[src/rtl/sram_port_arbiter.sv]
// sram_port_arbiter: shares one async 16-bit SRAM between a high-priority pixel read port (p0) and a CPU read/write port (p1)
// Ports: clk, reset_n (async, active low); p0_req/p0_addr -> p0_ack/p0_rdata (reads only);
//   p1_req/p1_we/p1_addr/p1_wdata/p1_be -> p1_ack/p1_rdata; sram_addr, sram_dq_in/out/oe and
//   active-low sram_ce_n/oe_n/we_n/ub_n/lb_n go to the SRAM pads. All outputs are registered.
module sram_port_arbiter #(
  parameter int ADDR_W        = 20,
  parameter int DATA_W        = 16,
  parameter int ACCESS_CYCLES = 2,
  parameter int MAX_P0_BURST  = 4
) (
  input  logic              clk,
  input  logic              reset_n,
  input  logic              p0_req,
  input  logic [ADDR_W-1:0] p0_addr,
  output logic              p0_ack,
  output logic [DATA_W-1:0] p0_rdata,
  input  logic              p1_req,
  input  logic              p1_we,
  input  logic [ADDR_W-1:0] p1_addr,
  input  logic [DATA_W-1:0] p1_wdata,
  input  logic [1:0]        p1_be,
  output logic              p1_ack,
  output logic [DATA_W-1:0] p1_rdata,
  output logic [ADDR_W-1:0] sram_addr,
  input  logic [DATA_W-1:0] sram_dq_in,
  output logic [DATA_W-1:0] sram_dq_out,
  output logic              sram_dq_oe,
  output logic              sram_ce_n,
  output logic              sram_oe_n,
  output logic              sram_we_n,
  output logic              sram_ub_n,
  output logic              sram_lb_n
);
  typedef enum logic [1:0] {IDLE, ACCESS, DONE} state_t;
  localparam int CW = $clog2(ACCESS_CYCLES + 1);
  localparam int SW = $clog2(MAX_P0_BURST + 1);
  state_t            state_q;
  logic [CW-1:0]     cnt_q;
  logic [SW-1:0]     streak_q;
  logic              owner_q, wr_q;
  logic [ADDR_W-1:0] addr_q;
  logic [DATA_W-1:0] dq_out_q, rdata0_q, rdata1_q;
  logic              ce_n_q, oe_n_q, we_n_q, ub_n_q, lb_n_q, dq_oe_q, ack0_q, ack1_q;
  logic              pick_p1, wr_d;
  // p1 takes the slot only when p0 is idle or has used up its burst allowance
  assign pick_p1 = p1_req && (!p0_req || streak_q == SW'(MAX_P0_BURST));
  assign wr_d    = pick_p1 && p1_we;
  always_ff @(posedge clk or negedge reset_n) begin
    if (!reset_n) begin
      state_q  <= IDLE;
      cnt_q    <= '0;
      streak_q <= '0;
      owner_q  <= 1'b0;
      wr_q     <= 1'b0;
      addr_q   <= '0;
      dq_out_q <= '0;
      rdata0_q <= '0;
      rdata1_q <= '0;
      ce_n_q   <= 1'b1;
      oe_n_q   <= 1'b1;
      we_n_q   <= 1'b1;
      ub_n_q   <= 1'b1;
      lb_n_q   <= 1'b1;
      dq_oe_q  <= 1'b0;
      ack0_q   <= 1'b0;
      ack1_q   <= 1'b0;
    end else begin
      case (state_q)
        IDLE: begin
          // a p1 request that loses here can only lose to p0 below the cap, so +1 never overshoots
          streak_q <= (p1_req && !pick_p1) ? streak_q + 1'b1 : '0;
          if (p0_req || p1_req) begin
            state_q <= ACCESS;
            cnt_q   <= CW'(ACCESS_CYCLES - 1);
            owner_q <= pick_p1;
            wr_q    <= wr_d;
            addr_q  <= pick_p1 ? p1_addr : p0_addr;
            if (wr_d) dq_out_q <= p1_wdata;
            ce_n_q  <= 1'b0;
            oe_n_q  <= wr_d;
            we_n_q  <= !wr_d;
            dq_oe_q <= wr_d;
            ub_n_q  <= wr_d && !p1_be[1];
            lb_n_q  <= wr_d && !p1_be[0];
          end
        end
        ACCESS: begin
          if (cnt_q == '0) begin
            state_q <= DONE;
            oe_n_q  <= 1'b1;
            we_n_q  <= 1'b1;
            ack0_q  <= !owner_q;
            ack1_q  <= owner_q;
            if (!wr_q && !owner_q) rdata0_q <= sram_dq_in;
            if (!wr_q && owner_q) rdata1_q <= sram_dq_in;
          end else begin
            cnt_q <= cnt_q - 1'b1;
          end
        end
        DONE: begin
          // strobes went high last edge; address and write data were held through this cycle
          state_q <= IDLE;
          ack0_q  <= 1'b0;
          ack1_q  <= 1'b0;
          ce_n_q  <= 1'b1;
          ub_n_q  <= 1'b1;
          lb_n_q  <= 1'b1;
          dq_oe_q <= 1'b0;
        end
        default: state_q <= IDLE;
      endcase
    end
  end
  assign p0_ack      = ack0_q;
  assign p0_rdata    = rdata0_q;
  assign p1_ack      = ack1_q;
  assign p1_rdata    = rdata1_q;
  assign sram_addr   = addr_q;
  assign sram_dq_out = dq_out_q;
  assign sram_dq_oe  = dq_oe_q;
  assign sram_ce_n   = ce_n_q;
  assign sram_oe_n   = oe_n_q;
  assign sram_we_n   = we_n_q;
  assign sram_ub_n   = ub_n_q;
  assign sram_lb_n   = lb_n_q;
endmodule
[config.mk]
export PLATFORM = sky130hd
export DESIGN_NAME = sram_port_arbiter
export DESIGN_NICKNAME = d
export VERILOG_FILES = /design/src/rtl/sram_port_arbiter.sv
export SDC_FILE = /design/constraint.sdc
export NUM_CORES = 1
export LEC_CHECK = 0
export ABC_AREA = 1
export CAP_MARGIN = 15
export CORE_MARGIN = 8
export CORE_UTILIZATION = 35
export CTS_CLUSTER_SIZE = 25
export DETAILED_ROUTE_END_ITERATION = 8
export HOLD_SLACK_MARGIN = 0.08
export PLACE_DENSITY_LB_ADDON = 0.08
export SLEW_MARGIN = 25
export SYNTH_ARGS = -nofsm -noshare
export SYNTH_HDL_FRONTEND = slang
export SYNTH_SLANG_ARGS = --single-unit
[constraint.sdc]
create_clock -name clk -period 3.6 [get_ports clk]
set_input_delay 0.72 -clock clk [delete_from_list [all_inputs] [get_ports clk]]
set_output_delay 0.72 -clock clk [all_outputs]
set_load 0.01 [all_outputs]
### Yosys cells after proc, flatten, opt, wreduce, memory -nomap -nowiden

Index checks and enable logic that the tools add are counted.

* bits in registers: 85
* bits of input ports: 79
* output and inout bits: 76
* logic and storage cells: 78

* add/sub/neg operators: 2
* eq/ne operators: 6
* muxes and demuxes: 23
* reductions and logical operators: 30

Operator list (number)
* 2-to-1 mux 20 bit: 1
* one-hot mux 1 bit (2 select lines): 8
* AND reduction 3 bit: 5
* 2-to-1 mux 1 bit: 8
* one-hot mux 2 bit (2 select lines): 2
* AND reduction 2 bit: 4
* logical AND 1 bit: 7
* logical NOT 1 bit: 7
* 2-to-1 mux 2 bit: 3
* inequality test 2 bit (second input constant): 3
* nonzero test 2 bit: 3
* logical NOT 2 bit: 2
* adder 3 x 1 -> 3 bit (second input constant): 1
* equality test 3 bit (second input constant): 1
* 2-to-1 mux 3 bit: 1
* equality test 2 x 1 -> 1 bit (second input constant): 1
* equality test 2 bit (second input constant): 1
* logical OR 1 bit: 2
* subtractor 2 x 1 -> 2 bit (second input constant): 1

### Logic depth before layout (Yosys ltp)

Gate-level depths: netlist of run 1.

* word-level depth: 7
* depth in mapped cells: 9
* mapped depth without buffers: 8

### Worst setup path after synthesis of run 1

OpenSTA, ideal clock, no wires.

* kind: input-to-reg
* start: input port p1_req
* end: register addr_q[0] (netlist: sram_addr[0])
* setup time: 0.118 ns
* data arrival time: 1.425 ns
* required time: 3.482 ns
* path slack: 2.057 ns
* cell stages on the path: 7
* buffers on the path: 3
* cells stage by stage: buf_2 nor2_1 nor2_1 buf_4 buf_4 nand3_1 nand2_1

* word-level cells in the longest chain between the ends: 2
* elaborated cells between the ends (all ways): 4
* those cells by class: mux (1); reduce/logical (3)

Ends and longest elaborated chain
* from (decl): RTL line 17 `input logic p1_req,`
* logical AND 1 bit or logical OR 1 bit (tied branches): RTL line 46, 72
* 2-to-1 mux 20 bit or AND reduction 2 bit (tied branches)
* to (signal assigned): RTL line 77 `addr_q <= pick_p1 ? p1_addr : p0_addr;`
* to (decl): RTL line 41 `logic [ADDR_W-1:0] addr_q;`

Several ways; a longest one is shown, not always the timed one.
A chain may end at the register's enable or synchronous reset.

### Worst setup path in the final report of run 1

* start: register we_n_q (netlist: sram_we_n)
* end: output port sram_we_n

RTL lines
* from (decl): RTL line 43 `logic ce_n_q, oe_n_q, we_n_q, ub_n_q, lb_n_q, dq_oe_q, ack0_q, ack1_q;`
* from (signal assigned): RTL line 81 `we_n_q <= !wr_d;`
* to (decl): RTL line 30 `output logic sram_we_n,`

No word-level cell between the ends.

==> flow_summary_export.csv, run 1 <==
group,metric,value,unit
status,outcome,"finished clean",
timing,hold_viol_final,0,
clock_network,cts_tree,"yes",
global_routing,antenna_found_initial,0,
synthesis,yosysSeqAreaShare,0.5488,
synthesis,syn-num-nets,550,
job,maxCapViolCount,0,
global_routing,track_usage,0.1559,
clock_network,cts.sinks,85,
power_and_ir_drop,ir_drop,0.3107,mV
synthesis,synthAdderAreaFrac,0.009656,
timing,worstMarginPinSlew,0.9119,ns
synthesis,synth-xor-area-share,0,
clock_network,post_cts_resized,0,
synthesis,yosys.cell_types.count,30,
synthesis,synth_simple_gate_area_share,0.3119,
setup_path,cp-start-kind,"flop",
finish,drive_gt1_frac,0.06321,
placed_design,place.gp.congestion,0.7724,
drt,wl,11430,µm
setup_path,path_class,"reg -> out",
drt,ant_nets,0,
die,dieHeight,121.4,µm
synthesis,synth_edf_count,0,
drt,drc,0,
die,start_util,0.3586,
setup_path,slowest_delay,0.57,ns
setup_path,crit_buf_inv,1,
synthesis,syn_inst,468,
drt,wire_per_inst,15.10,µm
synthesis,netlist_area,3887,µm²
die,die_w,121.4,µm
synthesis,synth_compound_area_frac,0.04281,
die,rows,38,
clock_network,cts_htree_levels,3,
finish,area_growth,46.48,%
die,die_area,14740,µm²
timing,finalMaxSlewViolations,0,
timing,fin_crit,2.170,ns
min_path,hp-class,"in -> async",
global_routing,grt_pass1_vias,3660,
timing,fmax,0.4609,GHz
clock_network,cts_setup_buffers,0,
timing,rsz0062_at_grt,"false",
setup_path,required,2.88,ns
power_and_ir_drop,p_per_area,800.6,nW/µm²
placed_design,hpwlAfterDp,8263,µm
setup_path,end_kind,"output port",
placed_design,portBuffers,154,
die,num_io_pins,155,
synthesis,synthMuxAreaShare,0,
synthesis,ys_seq_elements,85,
global_routing,grt_pass1_wl,18610,µm
synthesis,synth_top_family_by_area,"simple AND/OR/NAND/NOR gates",
clock_network,holdBufCountCts,0,
drt,drt-initial-drc-count,193,
finish,num_antenna_cells,0,
drt,vias,3615,
drt,dr.pass1.iters,5,
clock_network,clockBufferDepth,2,
die,coreArea,10840,µm²
timing,max_slew_margin,0.3906,
setup_path,crit_family,"buffers and inverters",
timing,period_share,0.6027,
clock_network,clk_latency,0.36,ns
power_and_ir_drop,power.static_leakage,0.002774,µW
setup_path,path_cells,"clkdlybuf4s50_1",
global_routing,overflow,0,
clock_network,cts_root_buf,"clkbuf_8",
synthesis,yosysWarningCount,0,
timing,fin_tns_setup,0,ns
clock_network,clk_pin_slew,0.08,ns
synthesis,synth-main-ff-cell,"dfrtp_1",
setup_path,critPathArrivalTime,1.45,ns
setup_path,crit_fanout,2,
clock_network,cts_made_buffers,9,
finish,fin_nets,694,
power_and_ir_drop,total_power,4559,µW
drt,vias_per_cell,4.775,
timing,finalSetupViolCount,0,
setup_path,crit_path_top_delay_cell,"clkdlybuf4s50_1",
global_routing,grt_max_degree,86,
synthesis,synth_async_sr_flop_share,1.000,
synthesis,post_synth.cell_area_avg,8.307,µm²
timing,skew,0.01116,ns
-- power by group --
group          switching [µW]  total [µW]  internal (µW)  leakage, µW
Sequential                264        1700           1430      0.00104
Combinational            1150        2220           1070      0.00164
Clock                     356         645            289    0.0000953
-- cells by family after synthesis --
family,Yosys count
AND/OR/NAND/NOR,270
flip-flops,85
AO/OA/AOI/OAI,31
buffers and inverters,79
adder cells (fa/ha/maj),3
-- layer usage --
metal,vias up,track usage,wire [µm]
met2,97,0.2539,5555
met3,8,0.05351,840
met1,1732,0.1891,4897
li1,1778,-,-
met5,-,0,0
met4,0,0.05089,133
-- synthesized netlist by cell type, drive strengths merged (3+ instances only) --
master	instances	area, µm²
dfstp	5	131.4
nand3	47	252.8
nand4	33	206.5
nand2	178	678.2
a21oi	3	18.77
inv	53	198.9
o21ai	26	133.9
dfrtp	80	2002
ha	3	37.54
nor2	11	67.57
clkbuf	6	22.52
buf	19	112.6
-- final timing paths --
kind,from,endpoint,slack (ns),depth (start not counted)
hold / removal,reset_n,sram_addr[15]$_DFFE_PN0P_,0.42,1
setup reg to reg,streak_q[0]$_DFFE_PN0P_,sram_addr[18]$_DFFE_PN0P_,1.83,8
hold reg to reg,sram_ce_n$_DFFE_PN1P_,sram_ce_n$_DFFE_PN1P_,0.46,2
max in group asynchronous,reset_n,sram_addr[3]$_DFFE_PN0P_,2.67,1
setup / recovery,sram_we_n$_DFFE_PN1P_,sram_we_n,1.43,1
min in group clk,sram_ce_n$_DFFE_PN1P_,sram_ce_n$_DFFE_PN1P_,0.46,2
-- placed cells by master (no fill, tap or decap), types with 2 or more instances in the layout --
cell / count
a21oi_1: 2
dfstp_2: 5
inv_2: 3
o21ai_0: 24
clkinv_4: 2
clkdlybuf4s50_1: 153
nor2_1: 7
inv_1: 50
nand2_1: 176
ha_1: 3
nor2_4: 2
clkbuf_8: 11
nand3_1: 45
buf_4: 4
dfrtp_1: 80
clkinv_2: 2
nand4_1: 33
-- registers in the layout, indices dropped and copies added (netlist names) --
signal       cells
p1_rdata        16
state_q          2
p0_rdata        16
wr_q             1
sram_oe_n        1
sram_ub_n        1
sram_dq_out     16
p0_ack           1
sram_lb_n        1
cnt_q            2
sram_we_n        1
streak_q         3
sram_ce_n        1
sram_dq_oe       1
owner_q          1
p1_ack           1
sram_addr       20
-- layout make-up --
cell class / count / area [µm²]
Fill cell: 1055 / 5146
Sequential cell: 85 / 2133
Timing Repair Buffer: 158 / 1573
Multi-Input combinational cell: 304 / 1424
Inverter: 54 / 202.7
Tap cell: 140 / 175.2
Clock buffer: 11 / 151.4
Clock inverter: 5 / 35.03
-- metrics by stage --
| step | area, µm² | hold WS (ns) | utilization | setup WS (ns) | instances |
|---|---|---|---|---|---|
| detailed placement | 5508 | 0.4553 | 0.5081 | 1.056 | 741 |
| global placement | 5504 | 0.4539 | 0.5077 | 1.102 | 741 |
| floorplan | 3887 | 0.4244 | - | 2.057 | 468 |
| global route | 5694 | 0.4729 | 0.5253 | 1.322 | 757 |
| CTS | 5694 | 0.4521 | 0.5253 | 1.403 | 757 |
| finish | 5694 | 0.4198 | 0.5253 | 1.430 | 757 |
No activity file was read; power rests on OpenSTA's default activity.
==> run 2: changes to the inputs <==
clock period = 2 ns   (was 3.6 ns; I/O delays follow)
==> run 2 against run 1 <==
Against the previous run: clock-buffer cell count unchanged; register-to-register slack worse by 1.4 ns; clock power grew 120%; clock skew grew 0.0015 ns; worst hold slack better by 0.051 ns; combinational power grew 83%; via count is 1.5% lower; wire length fell by 0.66%; setup slack got worse by 1.3 ns; global-route usage increased by 0.073 points; non-clock buffer count rose by 8; die area stayed put; largest power group unchanged.
==> flow_summary_export.csv, run 2 (synthesis gave the netlist of run 1 again) <==
group,metric,value,unit
clock_network,post_cts_resized,0,
setup_path,crit_family,"buffers and inverters",
min_path,min_from,"sram_ce_n$_DFFE_PN1P_",
timing,hold_viol_final,0,
power_and_ir_drop,power.switching,3151,µW
clock_network,cts_tree,"yes",
setup_path,path_cells,"clkdlybuf4s50_1",
clock_network,cts.sinks,85,
timing,fin_tns_setup,0,ns
drt,drc,0,
power_and_ir_drop,power_frac_comb,0.475,
clock_network,clockBufferDepth,2,
drt,ant_nets,0,
drt,drt-initial-drc-count,246,
setup_path,critPathArrivalTime,1.46,ns
drt,dr.pass1.iters,4,
finish,multi_input_comb_area,1424,µm²
die,num_io_pins,155,
die,die_w,121.4,µm
finish,area_growth,50.11,%
job,maxCapViolCount,0,
min_path,hold_end,"sram_ce_n$_DFFE_PN1P_",
timing,rsz0062_at_grt,"false",
setup_path,crit_path_top_delay_cell,"clkdlybuf4s50_1",
setup_path,worstRegToRegCells,7,
setup_path,required,1.60,ns
setup_path,slowest_delay,0.58,ns
status,outcome,"finished clean",
global_routing,grt_pass1_vias,3639,
setup_path,r2r_slack,0.44,ns
drt,vias_per_cell,4.652,
setup_path,path_class,"reg -> out",
finish,final_util,0.5383,
clock_network,cts_htree_levels,3,
clock_network,cts_setup_buffers,0,
setup_path,crit_fanout,2,
die,coreArea,10840,µm²
die,dieHeight,121.4,µm
die,rows,38,
placed_design,portBuffers,154,
timing,finalSetupViolCount,0,
finish,final_common_cell,"nand2_1",
timing,finalMaxSlewViolations,0,
min_path,min_path_cells,2,
setup_path,timing.rr.start,"cnt_q[0]$_DFFE_PN0P_",
global_routing,track_usage,0.1567,
power_and_ir_drop,power.static_leakage,0.002846,µW
finish,layout_common_cells,"176 x nand2_1, 153 x clkdlybuf4s50_1, 80 x dfrtp_1",
finish,num_antenna_cells,0,
clock_network,cts_made_buffers,9,
clock_network,clk_pin_slew,0.09,ns
setup_path,end_kind,"output port",
finish,regArea,2133,µm²
drt,wire_per_inst,14.84,µm
power_and_ir_drop,p_per_area,1467,nW/µm²
clock_network,cts_root_buf,"clkbuf_8",
power_and_ir_drop,p_sw_frac,0.3680,
timing,worstMarginPinSlew,0.3683,ns
die,die_area,14740,µm²
finish,largest_reg_flops,20,
clock_network,holdBufCountCts,1,
setup_path,crit_buf_inv,1,
placed_design,hpwlAfterDp,8517,µm
global_routing,antenna_found_initial,0,
timing,max_slew_margin,0.7541,
finish,drive_gt1_frac,0.07040,
drt,wl,11350,µm
power_and_ir_drop,intPower,5412,µW
setup_path,cp-start-kind,"flop",
placed_design,place.gp.congestion,0.7635,
global_routing,overflow,0,
clock_network,clk_latency,0.35,ns
drt,vias,3559,
timing,fmax,0.5371,GHz
finish,nFillCells,1052,
min_path,hp-class,"reg -> reg",
finish,fin_nets,702,
power_and_ir_drop,p_clk_frac,0.167,
power_and_ir_drop,p_seq_frac,0.358,
global_routing,grt_max_degree,62,
timing,fin_crit,1.862,ns
die,start_util,0.3586,
timing,skew,0.01265,ns
power_and_ir_drop,ir_drop,0.6437,mV
setup_path,r2r-end,"p0_rdata[5]$_DFFE_PN0P_",
timing,period_share,0.9310,
global_routing,grt_pass1_wl,18730,µm
==> run 2: cell types whose count changed in the layout (fill, tap and decap cells not counted), sizes merged <==
cell,change
clkinv,-2
clkinvlp,-1
buf,+7
bufinv,+3
dlygate4sd3,+1
==> run 2: layout make-up <==
class / count / area share
repair buffers: 166 / 0.2860
inverters: 54 / 0.03473
well taps: 140 / 0.03002
multi-input cells: 304 / 0.2440
clock buffers: 11 / 0.02251
flip-flops and latches: 85 / 0.3656
clock inverters: 5 / 0.01715
==> run 2: routing by layer <==
metal  routed length [µm]  GRT usage  vias to the layer above
met5                    0          0                        -
met4                   72    0.03238                        0
met3                  892    0.06096                        5
met2                 5512     0.2600                       99
met1                 4875     0.1883                     1657
li1                     -          -                     1798
==> run 2: how the worst max path moves through the flow <==
stage / start / endpoint / slack, ns / cells after the start
after floorplan: streak_q[0]$_DFFE_PN0P_ / sram_addr[0]$_DFFE_PN0P_ / 0.62 / 8
after global placement: p1_req / sram_addr[7]$_DFFE_PN0P_ / 0.27 / 7
after detailed placement: p1_req / sram_addr[5]$_DFFE_PN0P_ / 0.22 / 7
after CTS: sram_we_n$_DFFE_PN1P_ / sram_we_n / 0.11 / 1
after global routing: sram_we_n$_DFFE_PN1P_ / sram_we_n / 0.07 / 1
final: sram_we_n$_DFFE_PN1P_ / sram_we_n / 0.14 / 1
==> run 2: power by group through the flow <==
| stage | sequential [µW] | clock [µW] | combinational, µW |
|---|---|---|---|
| 2_1_floorplan | 3390 | 0 | 1590 |
| 3_3_place_gp | 3080 | 0 | 4080 |
| 3_5_place_dp | 3090 | 0 | 4150 |
| 4_1_cts | 3080 | 1480 | 4160 |
| 5_1_grt | 3170 | 1560 | 4500 |
| 6_report | 3060 | 1430 | 4070 |
==> run 2: through the flow <==
stage                     hold WS, ns  cell area (µm²)  std cells  setup slack (ns)  power [µW]
final                          0.4710             5836        765            0.1380        8564
after detailed placement       0.3391             5594        748            0.2180        7238
after global routing           0.4944             5836        765           0.06955        9238
after CTS                      0.4732             5836        765            0.1112        8709
after global placement         0.3355             5594        748            0.2698        7160
after floorplan                0.1044             3887        468            0.6172        4972
==> run 3: changes to the inputs <==
CORE_MARGIN = 5   (was 8)
PLACE_DENSITY = 0.8   (was unset)
PLACE_DENSITY_LB_ADDON = unset   (was 0.08)
clock period = 1.5 ns   (was 2 ns; I/O delays follow)
==> run 3 against run 2 <==
Against the previous run: worst hold slack got worse by 0.12 ns; total power increased by 29%; clock skew increased by 0.0011 ns; sequential power increased by 33%; cell count increased by 2.2%; clock power increased by 28%; critical path type is now reg -> reg.
==> flow_summary_export.csv, run 3 (synthesis gave the netlist of run 1 again) <==
group,metric,value,unit
status,outcome,"finished clean",
job,maxCapViolCount,0,
placed_design,placed_cell_area,5677,µm²
clock_network,clk_pin_slew,0.08,ns
finish,final_common_cell,"nand2_1",
global_routing,track_usage,0.1781,
timing,max_slew_margin,0.8224,
setup_path,path_class,"reg -> reg",
clock_network,cts_tree,"yes",
finish,drive_gt1_frac,0.1215,
power_and_ir_drop,power.static_leakage,0.003126,µW
setup_path,worstRegToRegCells,8,
setup_path,critPathArrivalTime,1.70,ns
placed_design,place.gp.congestion,0.7891,
global_routing,antenna_found_initial,0,
finish,regArea,2133,µm²
die,rows,38,
finish,design_area,6018,µm²
finish,final_util,0.5552,
global_routing,grt_pass1_vias,3833,
drt,drt-initial-drc-count,236,
die,coreArea,10840,µm²
timing,fmax,0.6879,GHz
finish,largest_reg_flops,20,
power_and_ir_drop,p_per_area,1831,nW/µm²
die,dieHeight,115.4,µm
global_routing,grt_max_degree,39,
drt,vias,3776,
setup_path,timing.rr.start,"streak_q[0]$_DFFE_PN0P_",
timing,fin_crit,1.454,ns
finish,nFillCells,975,
setup_path,required,1.74,ns
timing,hold_viol_final,0,
timing,setup_slack,0.04628,ns
placed_design,portBuffers,154,
finish,multi_input_comb_area,1503,µm²
setup_path,cp-start-kind,"flop",
clock_network,clockBufferDepth,2,
clock_network,cts_made_buffers,9,
drt,dr.pass1.iters,4,
clock_network,cts_htree_levels,3,
drt,wl,12020,µm
timing,finalMaxSlewViolations,0,
timing,worstMarginPinSlew,0.2662,ns
timing,finalSetupViolCount,0,
setup_path,startpoint,"streak_q[0]$_DFFE_PN0P_",
drt,ant_nets,0,
finish,num_antenna_cells,0,
drt,drc,0,
timing,skew,0.01375,ns
min_path,hp-class,"in -> async",
finish,layout_common_cells,"165 x nand2_1, 80 x dfrtp_1, 77 x clkdlybuf4s50_1",
timing,rsz0062_at_grt,"true",
global_routing,grt_pass1_wl,18650,µm
finish,fin_nets,719,
die,die_w,115.4,µm
clock_network,cts_root_buf,"clkbuf_8",
setup_path,end_kind,"flop",
clock_network,clk_latency,0.36,ns
timing,period_share,0.9691,
drt,vias_per_cell,4.829,
global_routing,overflow,0,
placed_design,place_ws,-0.1023,ns
die,num_io_pins,155,
drt,wire_per_inst,15.37,µm
setup_path,crit_fanout,8,
power_and_ir_drop,ir_drop,0.7862,mV
power_and_ir_drop,total_power,11020,µW
finish,area_growth,54.81,%
placed_design,hpwlAfterDp,8615,µm
clock_network,cts.sinks,85,
die,start_util,0.3586,
die,die_area,13310,µm²
-- run 3: cell count changes in the layout (fill, tap and decap cells not counted), moves of 3 or more --
cell / delta
nand2_2: +8
buf_4: +8
buf_12: +3
nand2_1: -11
clkdlybuf4s50_1: -76
buf_6: +3
dlygate4sd2_1: +71
clkdlybuf4s15_1: +4
-- run 3: critical path, stage by stage, from the launching register on --
cell     delay, ns
dfrtp_1       0.42
inv_2         0.09
ha_4          0.13
nand2_4       0.06
nand2_4       0.09
nand4_1       0.21
buf_6         0.23
nand2_2       0.06
nand2_2       0.04
-- run 3: timing repair --
action                                 in CTS  in global routing
pin swaps                                   0                  8
hold buffers                                1                  0
setup endpoints to repair                  76                 72
gates resized for setup                    79                 34
setup buffers                               0                  3
endpoints found under the hold margin      39                  0
gates cloned                                0                  4
-- run 3: area by class of cell --
| type | count | area share |
|---|---|---|
| Clock buffer | 12 | 0.02578 |
| Clock inverter | 4 | 0.01164 |
| Inverter | 54 | 0.03368 |
| Multi-Input combinational cell | 305 | 0.2497 |
| Sequential cell | 85 | 0.3545 |
| Tap cell | 140 | 0.02911 |
| Timing Repair Buffer | 182 | 0.2956 |
-- run 3: routing by layer --
| layer | wire length, µm | up-vias | global-route usage | share of wire |
|---|---|---|---|---|
| met3 | 783 | 23 | 0.04632 | 0.065 |
| met5 | 0 | - | 0 | 0 |
| li1 | - | 1835 | - | - |
| met4 | 229 | 0 | 0.07668 | 0.019 |
| met2 | 6116 | 120 | 0.2982 | 0.51 |
| met1 | 4893 | 1798 | 0.2172 | 0.41 |
-- run 3: final timing paths --
path | to | slack (ns)
worst max-delay path | sram_dq_out[13]$_DFFE_PN0P_ | 0.05
worst min-delay path | sram_dq_out[7]$_DFFE_PN0P_ | 0.35
worst max register to register | sram_dq_out[13]$_DFFE_PN0P_ | 0.05
worst min register to register | p0_rdata[12]$_DFFE_PN0P_ | 0.47
max in group asynchronous | sram_ce_n$_DFFE_PN1P_ | 0.60
min in group clk | sram_lb_n$_DFFE_PN1P_ | 0.46
-- run 3: where the power goes --
part	internal [µW]	total, µW	switching (µW)
Combinational	2190	5120	2930
Clock	1020	1830	801
Sequential	3440	4080	642
Total	6650	11000	4370
-- run 3: metrics by stage --
step	cells	TNS, ns	hold slack, ns
floorplan	468	0	0.004409
global placement	758	-0.5405	0.1772
detailed placement	758	-2.451	0.1826
CTS	775	0	0.3349
global route	782	-0.2200	0.3578
finish	782	0	0.3533
